### src/rtl/mux_arbiter_if.sv
// Handshake/bus bundle between the two requesters and the mux arbiter.
// master drives requests and data; slave returns grants and muxed output.
interface mux_arbiter_if #(
  parameter int unsigned WIDTH = 4
);
  logic             req_c;
  logic [WIDTH-1:0] c;
  logic             req_d;
  logic [WIDTH-1:0] d;
  logic             gnt_c;
  logic             gnt_d;
  logic             sl;
  logic [WIDTH-1:0] o;
  logic             o_vld;

  modport master (
    output req_c, c, req_d, d,
    input  gnt_c, gnt_d, sl, o, o_vld
  );

  modport slave (
    input  req_c, c, req_d, d,
    output gnt_c, gnt_d, sl, o, o_vld
  );
endinterface

### src/rtl/mux_arbiter.sv
// Two-leg registered mux with round-robin arbitration between requesters C and D.
// Define MUX_ARB_FAIRNESS_EN to cap each grant at BURST transfers while the other side waits.
module mux_arbiter #(
  parameter int unsigned WIDTH = 4,
  parameter int unsigned BURST = 4
) (
  input  logic          clk,
  input  logic          rst,
  mux_arbiter_if.slave  bus
);

  typedef enum logic [1:0] {
    IDLE  = 2'd0,
    GNT_C = 2'd1,
    GNT_D = 2'd2
  } state_t;

  state_t           state;
  state_t           state_nxt;
  logic             last_d;
  logic             last_d_nxt;
  logic             sl_nxt;
  logic             xfer_c;
  logic             xfer_d;

  logic             gnt_c_q;
  logic             gnt_d_q;
  logic             sl_q;
  logic             o_vld_q;
  logic [WIDTH-1:0] o_q;

`ifdef MUX_ARB_FAIRNESS_EN
  localparam int unsigned CNT_W = 4;
  logic [CNT_W-1:0] cnt;
  logic [CNT_W-1:0] cnt_nxt;
  logic             burst_end;
`endif

  // Legal burst length is 1..15 (fits the 4-bit counter).
  always_comb begin : burst_range_chk
    assert (BURST >= 1 && BURST <= 15);
  end

  assign xfer_c = (state == GNT_C) && bus.req_c;
  assign xfer_d = (state == GNT_D) && bus.req_d;

`ifdef MUX_ARB_FAIRNESS_EN
  assign burst_end = (cnt == CNT_W'(BURST - 1));
`endif

  // Next-state, pointer, select and burst counter
  always_comb begin
    state_nxt  = state;
    last_d_nxt = last_d;
    sl_nxt     = sl_q;
`ifdef MUX_ARB_FAIRNESS_EN
    cnt_nxt    = cnt;
`endif

    unique case (state)
      IDLE: begin
        if (bus.req_c && bus.req_d) begin
          state_nxt = last_d ? GNT_C : GNT_D;
        end else if (bus.req_c) begin
          state_nxt = GNT_C;
        end else if (bus.req_d) begin
          state_nxt = GNT_D;
        end
      end
      GNT_C: begin
        if (!bus.req_c) begin
          state_nxt = bus.req_d ? GNT_D : IDLE;
        end
`ifdef MUX_ARB_FAIRNESS_EN
        else if (burst_end && bus.req_d) begin
          state_nxt = GNT_D;
        end
`endif
      end
      GNT_D: begin
        if (!bus.req_d) begin
          state_nxt = bus.req_c ? GNT_C : IDLE;
        end
`ifdef MUX_ARB_FAIRNESS_EN
        else if (burst_end && bus.req_c) begin
          state_nxt = GNT_C;
        end
`endif
      end
      default: state_nxt = IDLE;
    endcase

    // Pointer remembers whoever was granted most recently; IDLE keeps it
    if (state_nxt != state) begin
      if (state_nxt == GNT_C) begin
        last_d_nxt = 1'b0;
      end else if (state_nxt == GNT_D) begin
        last_d_nxt = 1'b1;
      end
    end

    if (state_nxt == GNT_C) begin
      sl_nxt = 1'b1;
    end else if (state_nxt == GNT_D) begin
      sl_nxt = 1'b0;
    end

`ifdef MUX_ARB_FAIRNESS_EN
    // Count restarts on every grant change and after a full burst that kept the grant
    if (state_nxt != state) begin
      cnt_nxt = '0;
    end else if (xfer_c || xfer_d) begin
      cnt_nxt = burst_end ? '0 : cnt + CNT_W'(1);
    end
`endif
  end

  // State register
  always_ff @(posedge clk) begin
    if (rst) begin
      state  <= IDLE;
      last_d <= 1'b1;
    end else begin
      state  <= state_nxt;
      last_d <= last_d_nxt;
    end
  end

`ifdef MUX_ARB_FAIRNESS_EN
  always_ff @(posedge clk) begin
    if (rst) begin
      cnt <= '0;
    end else begin
      cnt <= cnt_nxt;
    end
  end
`endif

  // Registered grants, select and muxed data
  always_ff @(posedge clk) begin
    if (rst) begin
      gnt_c_q <= 1'b0;
      gnt_d_q <= 1'b0;
      sl_q    <= 1'b0;
      o_vld_q <= 1'b0;
      o_q     <= '0;
    end else begin
      gnt_c_q <= (state_nxt == GNT_C);
      gnt_d_q <= (state_nxt == GNT_D);
      sl_q    <= sl_nxt;
      o_vld_q <= xfer_c || xfer_d;
      if (xfer_c) begin
        o_q <= bus.c;
      end else if (xfer_d) begin
        o_q <= bus.d;
      end
    end
  end

  assign bus.gnt_c = gnt_c_q;
  assign bus.gnt_d = gnt_d_q;
  assign bus.sl    = sl_q;
  assign bus.o_vld = o_vld_q;
  assign bus.o     = o_q;

endmodule

### src/flat_wrapper.sv
// flat-port wrapper written by rule: the top's interface ports become plain ports
module mux_arbiter_flat 
#(
  parameter int unsigned WIDTH = 4,
  parameter int unsigned BURST = 4
)
  (clk, rst, bus_req_c, bus_c, bus_req_d, bus_d, bus_gnt_c, bus_gnt_d, bus_sl, bus_o, bus_o_vld);
  mux_arbiter_if #(.WIDTH(WIDTH)) bus_i ();
  input  logic clk;
  input  logic rst;
  input wire logic [$bits(bus_i.req_c)-1:0] bus_req_c;
  input wire logic [$bits(bus_i.c)-1:0] bus_c;
  input wire logic [$bits(bus_i.req_d)-1:0] bus_req_d;
  input wire logic [$bits(bus_i.d)-1:0] bus_d;
  output wire logic [$bits(bus_i.gnt_c)-1:0] bus_gnt_c;
  output wire logic [$bits(bus_i.gnt_d)-1:0] bus_gnt_d;
  output wire logic [$bits(bus_i.sl)-1:0] bus_sl;
  output wire logic [$bits(bus_i.o)-1:0] bus_o;
  output wire logic [$bits(bus_i.o_vld)-1:0] bus_o_vld;
  assign bus_i.req_c = bus_req_c;
  assign bus_i.c = bus_c;
  assign bus_i.req_d = bus_req_d;
  assign bus_i.d = bus_d;
  assign bus_gnt_c = bus_i.gnt_c;
  assign bus_gnt_d = bus_i.gnt_d;
  assign bus_sl = bus_i.sl;
  assign bus_o = bus_i.o;
  assign bus_o_vld = bus_i.o_vld;
  mux_arbiter #(.WIDTH(WIDTH), .BURST(BURST)) u_core (.clk(clk), .rst(rst), .bus(bus_i));
endmodule
### config.mk
export PLATFORM = sky130hd
export DESIGN_NAME = mux_arbiter_flat
export DESIGN_NICKNAME = d
export VERILOG_FILES = /design/src/rtl/mux_arbiter_if.sv /design/src/rtl/mux_arbiter.sv /design/src/flat_wrapper.sv
export SDC_FILE = /design/constraint.sdc
export NUM_CORES = 1
export LEC_CHECK = 0
export BUFFER_PORTS_ARGS = -buffer_cell sky130_fd_sc_hd__buf_2
export CORE_AREA = 8 8 45 47
export DETAILED_ROUTE_END_ITERATION = 10
export DIE_AREA = 0 0 53 55
export PLACE_DENSITY_LB_ADDON = 0.25
export SLEW_MARGIN = 15
export SYNTH_ARGS = -nofsm -noshare
export SYNTH_HDL_FRONTEND = slang
export SYNTH_SLANG_ARGS = --single-unit
export TNS_END_PERCENT = 50
### constraint.sdc
create_clock -name clk -period 1.62 [get_ports clk]
set_input_delay 0.243 -clock clk [delete_from_list [all_inputs] [get_ports clk]]
set_output_delay 0.243 -clock clk [all_outputs]
set_load 0.03 [all_outputs]
==> results.toml, run 1 <==
[status]
status = "complete, no violations"

[placement]
hpwlAfterDp_um = 857.3
dpl.cell_count = 84
pre_cts_slack_ns = 0.01717
portBuffers = 19
gp_congestion = 0.7339

[clock_network]
cts_max_level = 1
clock-root-buffer = "clkbuf_4"
post_cts_buffers = 0
insertion_delay_ns = 0.27
clockBufferDepth = 2
cts-resized-gates = 0
cts_buffers = 3
cts_hold_buffers = 0
numClockSinks = 11
cts_tree = "built"
clkTransAtPathRegs_ns = 0.07

[critical_path]
end_kind = "flop"
cp_max_fo = 5
start_kind = "flop"
crit_start = "u_core.state[0]"
r2r_start = "u_core.state[0]"
critical_path_required_ns = 1.82
crit_arrival_ns = 1.69
critPathKind = "reg -> reg"

[synthesis]
ys_top_cells_by_area = "dfxtp_1 43%, mux2i_1 12%, o31ai_1 5.8%"
synthCells = 50
synth.net_count = 64
syn_area_um2 = 514.2
syn_avg_cell_area_um2 = 10.28
synth_top_area_share_pct = 42.82
yosys.cell_types.count = 18
synth_sequential_area_ratio_pct = 42.82
yosys_warnings = 0
synth.largest_area_cell = "dfxtp_1"
synth-seq-cells = 11

[final_layout]
multi_input_area_um2 = 275.3
antennaDiodeCount = 0
fin_nets = 87
final_cells = 88
area_delta_synth_final_pct = 27.74
area.sequential_um2 = 221.5
drive_gt1_share_pct = 38.89
nFillCells = 143

[die]
coreArea_um2 = 1384
die_area_um2 = 2915
die_w_um = 53
dieHeight_um = 55
io_pins = 20
rows = 14
start_util_pct = 37.16

[timing]
fin_crit_sh_pct = 91.97
hold_ws_ns = 0.2103
rsz0062_at_grt = "no"
fin_setup_tns_ns = 0
setup_viol = 0
clock.fmax_mhz = 671.2
final_hold_viol_count = 0
setup_slack_ns = 0.1301
skew_ns = 0.002124
drv_slew = 0
worstMarginPinSlew_ns = 0.5113
min_period_ns = 1.490
max_slew_margin_pct = 65.91

[detailed_routing]
routed_via_density = 4.898
route.detailed.drc = 0
dr.pass1.iters = 2
wl_mm = 1.097
wire_per_inst_um = 12.47
ant_nets = 0
drtIter0Drc = 5
vias = 431

[global_routing]
grt_pass1_vias = 433
grt_pass1_wl_mm = 1.828
antenna_found_initial = 0
grt-ovfl-total = 0
grt_max_degree = 11
track_usage_pct = 8.822

[job]
cap_violations = 0

[power]
p_leak_nw = 0.3308
vdd_drop_max_v = 0.0004655
power.density_nw_per_um2 = 978.7

[hold_path]
hold_path.class = "in -> reg"
hp-start = "rst"
layout make-up:
class,instances,share of cell area (%)
well taps,16,3.048
flip-flops and latches,11,33.71
repair buffers,20,15.62
clock buffers,4,4.000
multi-input cells,34,41.90
inverters,3,1.714
power by group:
part | switching [W] | internal, W
Combinational | 0.0000863 | 0.0000651
Sequential | 0.0000110 | 0.000291
Clock | 0.0000940 | 0.0000953
Total | 0.000191 | 0.000452
state kept, by name (all words and copies together), names as in the netlist:
name / count
u_core.bus.gnt_c: 1
u_core.bus.gnt_d: 1
u_core.bus.o: 4
u_core.bus.o_vld: 1
u_core.bus.sl: 1
u_core.last_d: 1
u_core.state: 2
cells in the final DEF (no fill, tap or decap), drive strengths merged:
master,count
o21ai,2
dfxtp,11
a21oi,5
o21a,1
and2,1
mux2i,6
ha,2
o21ba,1
buf,20
a2111oi,1
o31ai,4
nor2,5
or2,1
o211a,1
nor2b,2
clkbuf,4
inv,3
and3b,2
final timing paths:
check | cells past startpoint | endpoint | slack [ns]
hold reg to reg | 2 | u_core.bus.sl | 0.50
setup reg to reg | 5 | u_core.last_d | 0.13
setup / recovery | 5 | u_core.last_d | 0.13
hold / removal | 2 | u_core.bus.gnt_d | 0.21
synth_stat cells, drive strengths merged:
library cell  instances
a2111oi               1
a21oi                 5
and2                  1
and3b                 2
buf                   2
dfxtp                11
ha                    2
inv                   3
mux2i                 6
nor2                  5
nor2b                 2
o211a                 1
o21a                  1
o21ai                 2
o21ba                 1
o31ai                 4
or2                   1
per-layer routing:
layer  GRT usage (%)  wire (um)  up-vias
li1                -          -      221
met1           9.801        518      200
met2           12.50        512       10
met3           5.615         65        0
met4           5.172          0        0
met5               0          0        -
cells by family after synthesis:
| group | after synthesis | share of synthesized area [%] |
|---|---|---|
| flops | 11 | 42.82 |
| simple gates | 11 | 11.92 |
| compound gates | 15 | 23.36 |
| mux | 6 | 11.68 |
| fa+ha+maj | 2 | 4.865 |
| buf+inv | 5 | 5.352 |
through the flow:
| step | util [%] | total power, W | area, um2 |
|---|---|---|---|
| 4_1_cts | 46.75 | 0.0006512 | 646.9 |
| 5_1_grt | 47.47 | 0.0006872 | 656.9 |
| 6_report | 47.47 | 0.0006429 | 656.9 |
| 2_1_floorplan | - | 0.0004132 | 514.2 |
| 3_5_place_dp | 44.85 | 0.0004578 | 620.6 |
| 3_3_place_gp | 44.85 | 0.0004555 | 620.6 |
critical path: stages, from the launching register on:
cell and delay [ns]:
dfxtp_1 0.34, o21ba_1 0.18, o21ai_2 0.18, ha_1 0.30, a2111oi_4 0.21, mux2i_1 0.20
(Power assumes the default switching activity.)
==> run 2: changes to the inputs <==
Settings changed: CORE_AREA 8 8 45 47 to default, CORE_MARGIN from default to 8, CORE_UTILIZATION from default to 35, DIE_AREA 0 0 53 55 to default.
==> results.toml, run 2 (synthesized netlist as in run 1, its figures left out) <==
[clock_network]
clockBufferDepth = 2
cts_hold_buffers = 0
numClockSinks = 11
cts_buffers = 3
clkTransAtPathRegs_ns = 0.07
cts_max_level = 1
clock-root-buffer = "clkbuf_4"
cts_tree = "built"
insertion_delay_ns = 0.26

[timing]
skew_ns = 0.001902
setup_viol = 0
clock.fmax_mhz = 671.2
rsz0062_at_grt = "no"
drv_slew = 0
fin_crit_sh_pct = 91.96
fin_setup_tns_ns = 0
worstMarginPinSlew_ns = 0.4961
max_slew_margin_pct = 66.93
min_period_ns = 1.490
final_hold_viol_count = 0

[detailed_routing]
vias = 429
dr.pass1.iters = 2
ant_nets = 0
top_layer_used = "met3"
wl_met2_um = 518
route.detailed.drc = 0
met3WireLength_um = 133
drtIter0Drc = 4
routed_via_density = 4.820
drt-met1-wl_um = 454
wl_mm = 1.106
wire_per_inst_um = 12.43

[global_routing]
grt-ovfl-total = 0
track_usage_pct = 8.388
grt_pass1_vias = 400
grt_pass1_wl_mm = 1.794
grt_max_degree = 11
antenna_found_initial = 0

[critical_path]
crit_arrival_ns = 1.69
cp_cell_sequence = "nor2_2 -> o21ai_2 -> ha_1 -> a2111oi_4 -> mux2i_1"
end_kind = "flop"
critical_path_required_ns = 1.82
critPathMaxStageDelay_ns = 0.35
crit_buf_inv = 0
path_depth = 5
slowest_stage = "dfxtp_1"
r2r.worst_path.cells = 5
start_kind = "flop"
critPathKind = "reg -> reg"
cpLargestDelayFamily = "flip-flops"
cp_max_fo = 5

[placement]
hpwlAfterDp_um = 861.9
portBuffers = 19
dpl.cell_count = 84
gp_congestion = 0.7693

[hold_path]
whs_path_depth = 2
hold_path.class = "in -> reg"

[final_layout]
mostFrequentLayoutCells = "19 x buf_2, 10 x dfxtp_1, 6 x mux2i_1, 4 x o31ai_1, 4 x a21oi_1"
final_core_util_pct = 46.52
final_cells = 89
area.sequential_um2 = 221.5
layout_commonest_cell = "buf_2"
multi_input_area_um2 = 279.0
nFillCells = 149
largest_reg_flops = 4
fin_nets = 88
drive_gt1_share_pct = 41.10
antennaDiodeCount = 0
area_delta_synth_final_pct = 29.93

[power]
p_leak_nw = 0.3356
finalPower_w = 0.0006416
power.density_nw_per_um2 = 960.2
vdd_drop_max_v = 0.0006541

[die]
dieHeight_um = 54.33
coreArea_um2 = 1436
rows = 14
die_w_um = 54.33
die_area_um2 = 2952
io_pins = 20
start_util_pct = 35.80

[job]
cap_violations = 0

[status]
status = "complete, no violations"
## run 2: cell types whose count changed in the layout (fill, tap and decap cells not counted)
cell | before | now
buf_4 | 1 | 2
a21oi_2 | 0 | 1
a21oi_1 | 5 | 4
## run 2: path summary, 6_finish.rpt
check	start	to	slack, ns
max reg2reg	u_core.state[0]	u_core.last_d	0.13
min reg2reg	u_core.bus.sl	u_core.bus.sl	0.50
min	rst	u_core.state[0]	0.21
max	u_core.state[0]	u_core.last_d	0.13
## run 2: layout make-up
cell class | instances | share of cell area (%)
repair buffers | 21 | 16.48
inverters | 3 | 1.685
clock buffers | 4 | 3.933
well taps | 16 | 2.996
flip-flops and latches | 11 | 33.15
multi-input cells | 34 | 41.76
## run 2: per-stage QoR
| stage | worst slack (ns) | hold WS (ns) | instance area [um2] |
|---|---|---|---|
| floorplan | 0.1656 | 0.3146 | 514.2 |
| global placement | 0.03289 | 0.4877 | 620.6 |
| detailed placement | 0.01980 | 0.4946 | 620.6 |
| CTS | 0.002168 | 0.2117 | 646.9 |
| global route | 0.005657 | 0.2343 | 668.1 |
| finish | 0.1302 | 0.2060 | 668.1 |
## run 2: power by group
part           total [W]  switching, W  internal [W]
registers       0.000304     0.0000123      0.000291
clock network   0.000182     0.0000871     0.0000952
logic           0.000156     0.0000872     0.0000683
total           0.000642      0.000187      0.000455
## run 2: what timing repair did
action,CTS,global route
endpoints found under the setup margin,0,1
resized for setup,0,5
buffers inserted,0,1
## run 2: metal layers
layer,vias to the layer above,global-route usage (%)
met5,-,0
met1,192,9.598
met2,14,12.98
met4,0,1.230
met3,0,5.707
li1,223,-
==> run 3: changes to the inputs <==
Settings changed: CTS_CLUSTER_DIAMETER from default to 100.
Clock period 1.62 ns to 1.6 ns, I/O delays scaled along.
==> results.toml, run 3 (synthesized netlist as in run 1, its figures left out) <==
[critical_path]
slowest_stage = "dfxtp_1"
critical_path_required_ns = 1.80
critPathMaxStageDelay_ns = 0.35
r2r_slack_ns = 0.09
cp_cell_sequence = "o21ba_1 -> o21ai_2 -> ha_4 -> a2111oi_4 -> mux2i_1"
r2r_start = "u_core.state[0]"
critPathKind = "reg -> reg"
r2r.worst_path.cells = 5
r2r_end = "u_core.last_d"
cp_max_fo = 5
start_kind = "flop"
end_kind = "flop"
crit_arrival_ns = 1.71

[hold_path]
whs_path_depth = 2
min_to = "u_core.bus.sl"
hold_path.class = "in -> reg"
hp-start = "rst"

[final_layout]
fin_nets = 88
antennaDiodeCount = 0
area_delta_synth_final_pct = 31.87
largest_reg_flops = 4
layout_commonest_cell = "buf_2"
mostFrequentLayoutCells = "19 x buf_2, 10 x dfxtp_1, 6 x mux2i_1"
drive_gt1_share_pct = 41.10

[power]
power.density_nw_per_um2 = 967.0
p_leak_nw = 0.3353
finalPower_w = 0.0006557
vdd_drop_max_v = 0.0005352

[clock_network]
clock-root-buffer = "clkbuf_4"
cts_hold_buffers = 0
cts_buffers = 3
clockBufferDepth = 2
clkTransAtPathRegs_ns = 0.07
cts_max_level = 1
numClockSinks = 11
insertion_delay_ns = 0.26
cts_tree = "built"

[global_routing]
grt-ovfl-total = 0
grt_max_degree = 11
antenna_found_initial = 0
grt_pass1_wl_mm = 1.842
track_usage_pct = 8.442
grt_pass1_vias = 442

[detailed_routing]
dr.pass1.iters = 2
vias = 435
wl_mm = 1.145
drtIter0Drc = 2
route.detailed.drc = 0
wire_per_inst_um = 12.87
routed_via_density = 4.888
ant_nets = 0

[timing]
fin_setup_tns_ns = 0
skew_ns = 0.001407
setup_viol = 0
worstMarginPinSlew_ns = 0.5048
final_hold_viol_count = 0
fin_crit_sh_pct = 94.37
min_period_ns = 1.510
drv_slew = 0
clock.fmax_mhz = 662.3
max_slew_margin_pct = 66.35

[die]
start_util_pct = 35.80
io_pins = 20
rows = 14
coreArea_um2 = 1436
die_area_um2 = 2952
dieHeight_um = 54.33
die_w_um = 54.33

[job]
cap_violations = 0

[status]
status = "complete, no violations"

[placement]
portBuffers = 19
gp_congestion = 0.7943
hpwlAfterDp_um = 854.1
[run 3: cell counts in the layout (fill, tap and decap cells not counted)]
No cell type changed its count.
[run 3: per-layer routing]
layer | global-route usage, % | share of wire [%] | up-vias
met5 | 0 | 0 | -
met4 | 1.230 | 0 | 0
met2 | 13.55 | 50 | 14
met3 | 5.707 | 11 | 0
li1 | - | - | 224
met1 | 9.288 | 39 | 197
[run 3: stage by stage]
step	util, %	instance area [um2]	cells	hold slack (ns)	setup slack [ns]
after CTS	45.56	654.4	89	0.2071	0.05846
after global placement	43.73	628.1	85	0.4900	0.08016
final	47.21	678.2	89	0.2099	0.09013
after floorplan	-	514.2	50	0.3116	0.1456
after detailed placement	43.73	628.1	85	0.4821	0.04876
after global routing	47.21	678.2	89	0.2206	-0.02880
[run 3: worst max-delay path: cells and delay by family (launching register included)]
| family | cells | cell delay (ns) |
|---|---|---|
| AO/OA/AOI/OAI | 3 | 0.63 |
| adder cells (fa/ha/maj) | 1 | 0.26 |
| flip-flops | 1 | 0.35 |
| multiplexers | 1 | 0.20 |
[run 3: area by class of cell]
class,count,area [um2]
multi-input cells,34,289.0
flip-flops and latches,11,221.5
fillers,151,758.2
repair buffers,21,110.1
well taps,16,20.02
inverters,3,11.26
clock buffers,4,26.28
[run 3: power by group]
part	internal [W]	switching (W)
logic	0.0000748	0.0000912
clock network	0.0000963	0.0000863
registers	0.000295	0.0000122
[run 3: repair_timing]
action                                  CTS  global route
endpoints found under the setup margin    0             1
setup buffers                             0             0
gates resized for setup                   0             5
[run 3: how the worst max path moves through the flow]
stage                     cells past startpoint            start  slack (ns)       endpoint
after floorplan                               5  u_core.state[1]        0.15  u_core.last_d
after global routing                          5    u_core.last_d       -0.03  u_core.last_d
after detailed placement                      6        bus_req_d        0.05  u_core.last_d
final                                         5  u_core.state[0]        0.09  u_core.last_d
after CTS                                     5  u_core.state[1]        0.06  u_core.last_d
after global placement                        6        bus_req_d        0.08  u_core.last_d
